==> config.mk <==
export PLATFORM = sky130hd
export DESIGN_NAME = conv_window_gen
export DESIGN_NICKNAME = d
export VERILOG_FILES = /design/src/rtl/conv_window_gen.sv
export SDC_FILE = /design/constraint.sdc
export NUM_CORES = 1
export LEC_CHECK = 0
export CORE_ASPECT_RATIO = 0.8
export CORE_UTILIZATION = 30
export DETAILED_ROUTE_END_ITERATION = 10
export GPL_TIMING_DRIVEN = 0
export PLACE_DENSITY = 0.58
export SYNTH_ARGS = -nofsm -noshare
export SYNTH_HDL_FRONTEND = slang
export SYNTH_SLANG_ARGS = --single-unit
==> constraint.sdc <==
create_clock -name clk -period 6.8 [get_ports clk]
set_clock_uncertainty 0.05 [all_clocks]
set_input_delay 0.68 -clock clk [delete_from_list [all_inputs] [get_ports clk]]
set_output_delay 0.68 -clock clk [all_outputs]
set_load 0.03 [all_outputs]
==> src/rtl/conv_window_gen.sv <==
// rtl/conv_window_gen.sv - streaming 3x3 window generator with two line buffers and one output register stage
module conv_window_gen #(
    parameter int IMG_WIDTH  = 8,
    parameter int IMG_HEIGHT = 8,
    parameter int PIX_W      = 8
) (
    input  logic                 clk,
    input  logic                 rst_n,
    input  logic [PIX_W-1:0]     pix_in,
    input  logic                 pix_valid,
    input  logic                 pix_sof,
    output logic                 pix_ready,
    output logic [9*PIX_W-1:0]   win_data,
    output logic                 win_valid,
    output logic                 win_last,
    input  logic                 win_ready
);

    localparam int CW = $clog2(IMG_WIDTH);
    localparam int RW = $clog2(IMG_HEIGHT);
    localparam logic [CW-1:0] COL_LAST = CW'(IMG_WIDTH - 1);
    localparam logic [RW-1:0] ROW_LAST = RW'(IMG_HEIGHT - 1);

    logic [CW-1:0]      col_cnt;
    logic [RW-1:0]      row_cnt;
    logic [CW-1:0]      pos_c;
    logic [CW-1:0]      nxt_c;
    logic [RW-1:0]      pos_r;
    logic [RW-1:0]      nxt_r;
    logic               acc;
    logic               emit;
    logic               last_pos;

    // Line buffers hold rows r-2 (top) and r-1 (mid); no reset needed since
    // a window only ever uses entries rewritten in the current frame.
    logic [PIX_W-1:0]   lb_top [IMG_WIDTH];
    logic [PIX_W-1:0]   lb_mid [IMG_WIDTH];
    logic [PIX_W-1:0]   top_rd;
    logic [PIX_W-1:0]   mid_rd;

    // Each window row is {left, centre, right}; new pixels enter on the right.
    logic [3*PIX_W-1:0] row_top;
    logic [3*PIX_W-1:0] row_mid;
    logic [3*PIX_W-1:0] row_bot;
    logic [3*PIX_W-1:0] row_top_nxt;
    logic [3*PIX_W-1:0] row_mid_nxt;
    logic [3*PIX_W-1:0] row_bot_nxt;

    // A stalled output register blocks the input; otherwise one pixel per clock.
    assign pix_ready = ~win_valid | win_ready;
    assign acc       = pix_valid & pix_ready;

    // Pixel position, line-buffer read, shifted window and counter advance.
    always_comb begin
        pos_c       = pix_sof ? '0 : col_cnt;
        pos_r       = pix_sof ? '0 : row_cnt;
        top_rd      = lb_top[pos_c];
        mid_rd      = lb_mid[pos_c];
        row_top_nxt = {row_top[2*PIX_W-1:0], top_rd};
        row_mid_nxt = {row_mid[2*PIX_W-1:0], mid_rd};
        row_bot_nxt = {row_bot[2*PIX_W-1:0], pix_in};
        emit        = (pos_r >= RW'(2)) && (pos_c >= CW'(2));
        last_pos    = (pos_r == ROW_LAST) && (pos_c == COL_LAST);
        nxt_c       = pos_c + CW'(1);
        nxt_r       = pos_r;
        if (pos_c == COL_LAST) begin
            nxt_c = '0;
            nxt_r = (pos_r == ROW_LAST) ? '0 : pos_r + RW'(1);
        end
    end

    // Line buffers: top takes the old mid entry, mid takes the new pixel.
    always_ff @(posedge clk) begin
        if (acc) begin
            lb_top[pos_c] <= mid_rd;
            lb_mid[pos_c] <= pix_in;
        end
    end

    // Counters, window shift register and the output register stage.
    always_ff @(posedge clk or negedge rst_n) begin
        if (!rst_n) begin
            col_cnt   <= '0;
            row_cnt   <= '0;
            row_top   <= '0;
            row_mid   <= '0;
            row_bot   <= '0;
            win_valid <= 1'b0;
            win_last  <= 1'b0;
            win_data  <= '0;
        end else begin
            if (acc) begin
                col_cnt <= nxt_c;
                row_cnt <= nxt_r;
                row_top <= row_top_nxt;
                row_mid <= row_mid_nxt;
                row_bot <= row_bot_nxt;
            end
            if (acc && emit) begin
                win_valid <= 1'b1;
                win_last  <= last_pos;
                win_data  <= {row_top_nxt, row_mid_nxt, row_bot_nxt};
            end else if (win_ready) begin
                win_valid <= 1'b0;
                win_last  <= 1'b0;
            end
        end
    end

endmodule

==> results.cfg, run 1 <==
[detailed_routing]
viasPerCell = 4.71
ant_nets = 0
wl_um = 23800
drt_iter0_markers = 364
firstDrtPassIters = 4
vias = 6128
post_drt_wl_per_cell_um = 18.3
post-route-drc-count = 0

[global_routing]
overflow = 0
grt_max_degree = 97
antenna_found_initial = 1
grtUsageTotal_pct = 13.9
grt_pass1_wl_um = 37100
grt_pass1_vias = 6346

[hold_path]
hold_path.class = reg -> reg
min_path_cells = 2
holdPathEnd = row_bot[14]
min-delay-start = row_bot[14]

[placed_design]
dp.cells = 1251
port_buffers = 86
dp_hpwl_um = 16400
place_congestion = 0.785

[die]
placementRows = 59
die_w_um = 207
fp.dieH_um = 166
initial_core_util_pct = 30.8
die_area_mm2 = 0.0345
core-area_mm2 = 0.0329
num_io_pins = 88

[cts]
cts_buffers = 26
clockBufferDepth = 3
clkTransAtPathRegs_ns = 0.06
htreeDepth = 1
cts_tree = built
post_cts_buffers = 0
clock-sinks = 256
clk_latency_ns = 0.54
clock-root-buffer = clkbuf_16

[timing]
fin_crit_ns = 3.05
max_freq_mhz = 327
hold_viol_final = 0
maxSlewHeadroom_pct = 34.0
worstMarginPinSlew_ns = 0.981
setup_tns_ns = 0
setup_violations = 0
rsz0062_at_grt = false
slew_violations = 0
finalCritPeriodShare_pct = 44.9

[worst_setup_path]
r2r_start = win_valid
worstPathRequired_ns = 7.00
critPathLaunchType = primary input
reg2reg_depth = 7
r2r-end = lb_top[2][3]
path_cells = clkdlybuf4s50_1 > nand2b_1 > clkbuf_1 > nand2_1 > buf_2 > buf_1 > nor3_2 > buf_6
cp_slowest_cell = nor3_2
rrSetupSlack_ns = 4.02
arrival_ns = 3.25
end_kind = flop
path_max_fanout = 10
worst-setup-path-type = in -> reg
cpPeakStageDelay_ns = 0.75

[status]
status = complete, no violations

[final_layout]
nets = 870
register_area_mm2 = 0.00705
fin_cells = 1300
n_antenna_cell = 0
drive_gt1_share_pct = 17.4
area_delta_synth_final_pct = 23.7
final.fill_count = 3132
multi_input_area_mm2 = 0.00278

[power]
power_density_mw_per_mm2 = 283
peakVddDrop_mv = 0.175
p_leak_nw = 5.27

[logic_synthesis]
syn_area_per_cell_um2 = 13.8
synth_top_area_cell = edfxtp_1
synth_edf_count = 128
yosysUniqueCellTypes = 40
seq_area_frac_synth_pct = 69.7
yosysMostFrequentCell = nand2_1
syn-num-nets = 748
synthTopCellsByArea = edfxtp_1 (38%), dfrtp_1 (32%), mux2_2 (5.8%)
syn-instance-count = 731
synth_top_area_share_pct = 38.0
ys.flop_type = edfxtp_1
async_reset_ff_share_pct = 50.0
ys_seq_elements = 256
netlist_top_cells_count = nand2_1 (137), dfrtp_1 (128), edfxtp_1 (128), mux2_2 (52), mux2i_1 (43)
synth_warnings = 0
syn-cell-area_mm2 = 0.0101

[job]
drv_cap = 0
[stage by stage]
step | setup WS [ns] | power, mW | area, um2 | hold WS, ns | utilization (%)
finish | 3.75 | 3.53 | 12500 | 0.420 | 38.1
detailed placement | 2.91 | 2.14 | 11600 | 0.408 | 35.4
global placement | -0.169 | 2.13 | 11500 | 0.408 | 35.0
floorplan | 3.30 | 2.00 | 10100 | 0.334 | -
global route | 3.54 | 3.66 | 12500 | 0.453 | 38.1
CTS | 3.47 | 3.56 | 12500 | 0.424 | 38.1
[critical path: cells and delay by family]
family | cells | cell delay (ns)
AND/OR/NAND/NOR | 3 | 0.96
buffers and inverters | 5 | 1.60
[kinds of logic after synthesis]
| kind of cell | after synthesis | share of synthesized area, % |
|---|---|---|
| simple gates | 210 | 9.01 |
| fa+ha+maj | 4 | 0.495 |
| flops | 256 | 69.7 |
| buf+inv | 61 | 3.17 |
| compound gates | 95 | 6.51 |
| mux | 105 | 11.2 |
[worst max-delay path by stage]
stage | end | from
3_3_place_gp | win_data[4] | rst_n
6_report | lb_top[2][3] | win_ready
3_5_place_dp | lb_mid[0][3] | win_ready
5_1_grt | lb_top[2][6] | win_ready
2_1_floorplan | lb_mid[1][0] | win_ready
4_1_cts | lb_mid[0][6] | win_ready
[flip-flops by register name, indices dropped and copies added, names as in the netlist]
name,flops
lb_mid,64
row_mid,16
win_valid,1
win_last,1
row_top,16
row_bot,16
lb_top,64
row_cnt,3
col_cnt,3
win_data,72
[cell type report]
type / instances / area share, %
Timing Repair Buffer: 94 / 7.73
Multi-Input combinational cell: 414 / 22.2
Buffer: 44 / 2.05
Tap cell: 427 / 4.27
Clock buffer: 43 / 6.65
Inverter: 17 / 0.510
Sequential cell: 256 / 56.3
Clock inverter: 5 / 0.240
[layout by cell type, fill, tap and decap left out, types with 4 or more instances in the layout]
| cell type | synthesis | final |
|---|---|---|
| clkbuf_8 | 2 | 7 |
| inv_1 | 17 | 17 |
| o22ai_1 | 8 | 8 |
| a221oi_1 | 5 | 5 |
| o21ai_0 | 24 | 24 |
| dfrtp_1 | 128 | 128 |
| a21oi_1 | 16 | 16 |
| edfxtp_1 | 128 | 128 |
| buf_6 | 4 | 9 |
| mux2_2 | 52 | 52 |
| mux2_1 | 10 | 10 |
| nor2_1 | 36 | 33 |
| o22ai_2 | 8 | 8 |
| clkdlybuf4s50_1 | 0 | 85 |
| ha_1 | 4 | 4 |
| a31oi_1 | 8 | 8 |
| a211oi_2 | 8 | 8 |
| clkbuf_1 | 14 | 22 |
| mux2i_1 | 43 | 43 |
| nand2_1 | 137 | 137 |
| buf_2 | 20 | 20 |
| o21ai_1 | 11 | 11 |
| clkbuf_16 | 0 | 29 |
| nand3b_1 | 18 | 18 |
[timing repair]
| item | CTS | global route |
|---|---|---|
| hold buffers | 1 | 0 |
| hold endpoints to repair | 32 | 0 |
| resized for setup | 0 | 0 |
[power by group]
part	leakage, nW	switching, mW	internal (mW)
registers	2.85	0.0447	1.73
clock network	0.419	0.591	0.834
logic	2.00	0.222	0.109
[metal layers]
layer  global-route usage (%)  routed length (um)  up-vias
met5                        0                   0        -
met4                     3.83                 527        0
met3                     3.20                1650       36
met2                     21.1               10400      154
met1                     19.8               11200     3096
li1                         -                   -     2842
No activity file was read; power rests on OpenSTA's default activity.
==> run 2: changes to the inputs <==
==> constraint.sdc (replaced) <==
create_clock -name clk -period 2.85 [get_ports clk]
set_clock_uncertainty 0.05 [all_clocks]
set_input_delay 0.285 -clock clk [delete_from_list [all_inputs] [get_ports clk]]
set_output_delay 0.285 -clock clk [all_outputs]
set_load 0.03 [all_outputs]
==> run 2 against run 1 <==
Compared with the run above:
- final area shrank 0.44%
- cell count shrank 0.31%
- via count shrank 1.8%
- sequential share of layout area grew 0.25 points
- sequential cell count is the same
- critical path type is now reg -> reg
- sequential power grew 140%
- register-to-register slack lost 3.9 ns
- non-clock buffer count shrank 1
- global-route usage shrank 0.10 points
- first-iteration DRC count shrank 26%
- hold slack lost 0.24 ns
==> results.cfg, run 2 (same netlist as run 1, synthesis figures left out) <==
[final_layout]
drive_gt1_share_pct = 17.2
area_delta_synth_final_pct = 23.1
layout_commonest_cell = nand2_1
final_core_util_pct = 37.9
largest_reg_flops = 72
nets = 868
regMostFlops = win_data
reg.largest.list = win_data (72), lb_mid (64), lb_top (64)
layout_common_cells = nand2_1 (137), dfrtp_1 (128), edfxtp_1 (128)

[global_routing]
grtUsageTotal_pct = 13.8
grt_pass1_wl_um = 36700
antenna_found_initial = 0
overflow = 0
grt_max_degree = 96
grt_pass1_vias = 6270

[worst_setup_path]
r2r-end = lb_mid[2][6]
path_max_fanout = 10
rrSetupSlack_ns = 0.16
critPathLaunchType = flop
worst-setup-path-type = reg -> reg
end_kind = flop
cp-startpoint = win_valid
worstPathRequired_ns = 3.02
arrival_ns = 2.86
reg2reg_depth = 7
r2r_start = win_valid

[job]
drv_cap = 0

[cts]
clk_latency_ns = 0.52
cts_tree = built
clock-sinks = 256
clkTransAtPathRegs_ns = 0.06
clock-root-buffer = clkbuf_16
clockBufferDepth = 3
cts_buffers = 25
htreeDepth = 1
post_cts_buffers = 0

[timing]
slew_violations = 0
finalCritPeriodShare_pct = 94.3
setup_tns_ns = 0
worstMarginPinSlew_ns = 0.974
max_freq_mhz = 372
fin_crit_ns = 2.69
rsz0062_at_grt = true
setup_violations = 0
maxSlewHeadroom_pct = 35.0
hold_viol_final = 0

[placed_design]
port_buffers = 86
dp_hpwl_um = 16300
place_congestion = 0.799

[detailed_routing]
ant_nets = 0
firstDrtPassIters = 4
drt_iter0_markers = 271
post-route-drc-count = 0
vias = 6017
post_drt_wl_per_cell_um = 18.2
wl_um = 23600
viasPerCell = 4.64

[die]
die_area_mm2 = 0.0345
die_w_um = 207
initial_core_util_pct = 30.8
core-area_mm2 = 0.0329
placementRows = 59
num_io_pins = 88
fp.dieH_um = 166

[hold_path]
hold_path.class = in -> async

[power]
peakVddDrop_mv = 0.392
p_leak_nw = 5.23
power_density_mw_per_mm2 = 657

[status]
status = complete, no violations
run 2: changes by cell type in the layout (fill, tap and decap cells not counted), sizes merged:
cell,before,now
buf,36,35
bufinv,0,2
clkbuf,59,45
clkinv,3,9
clkinvlp,2,4
diode,0,1
run 2: worst max path at each step:
stage | end | slack, ns | cells past startpoint
2_1_floorplan | lb_mid[6][0] | -0.24 | 6
4_1_cts | lb_mid[6][5] | 0.04 | 7
6_report | lb_mid[2][6] | 0.16 | 7
3_3_place_gp | win_data[4] | -3.73 | 1
3_5_place_dp | lb_top[0][2] | -0.66 | 7
5_1_grt | lb_mid[2][6] | -0.005 | 7
run 2: per-stage QoR:
| stage | instances | hold WS, ns | worst slack (ns) | total power [mW] | area, um2 |
|---|---|---|---|---|---|
| floorplan | 731 | -0.0606 | -0.239 | 4.77 | 10100 |
| global placement | 1244 | 0.405 | -3.73 | 5.09 | 11500 |
| detailed placement | 1250 | 0.148 | -0.664 | 5.11 | 11600 |
| CTS | 1295 | 0.168 | 0.0446 | 8.25 | 12400 |
| global route | 1295 | 0.206 | -0.00547 | 8.48 | 12400 |
| finish | 1296 | 0.180 | 0.163 | 8.19 | 12500 |
run 2: power by group:
| part | internal (mW) | switching, mW | leakage, nW |
|---|---|---|---|
| combinational | 0.263 | 0.536 | 2.02 |
| clock | 1.78 | 1.36 | 0.367 |
| sequential | 4.13 | 0.105 | 2.85 |
| total | 6.18 | 2.00 | 5.23 |
run 2: what timing repair did:
action,in CTS,in global routing
hold buffers,1,0
resized for setup,2,4
endpoints found under the setup margin,24,34
hold endpoints to repair,33,0
run 2: layer usage:
metal	track usage (%)	wire length, um	vias to the layer above
met1	20.2	11500	3008
met2	20.8	10400	134
met3	2.97	1390	29
met4	3.15	397	0
li1	-	-	2846
met5	0	0	-
run 2: layout make-up:
class	instances	area [um2]
antenna	1	2.50
buffer	44	256
clock buffer	29	641
clock inverter	15	126
fill	3127	20400
inverter	17	63.8
multi-input combinational	414	2820
sequential	256	7050
tap	427	534
timing repair buffer	93	963
run 2: worst max-delay path, cell delays in order, from the launching register on:
cell      delay (ns)
dfrtp_1         0.37
nand2b_1        0.07
clkbuf_1        0.33
nand2_1         0.11
buf_2           0.22
buf_1           0.42
nor3_4          0.58
buf_6           0.23
==> run 3: changes to the inputs <==
==> constraint.sdc (replaced) <==
create_clock -name clk -period 2.85 [get_ports clk]
set_clock_uncertainty 0.05 [all_clocks]
set_input_delay 0.4275 -clock clk [delete_from_list [all_inputs] [get_ports clk]]
set_output_delay 0.4275 -clock clk [all_outputs]
set_load 0.03 [all_outputs]
==> results of run 3 <==
The final DEF is identical to that of run 2. Status: complete, no violations.
Main changes from that run: setup slack after placement -0.664 ns -> -0.806 ns; setup slack after layout 0.163 ns -> 0.137 ns; hold slack 0.180 ns -> 0.322 ns; start point of the critical path win_valid -> win_ready
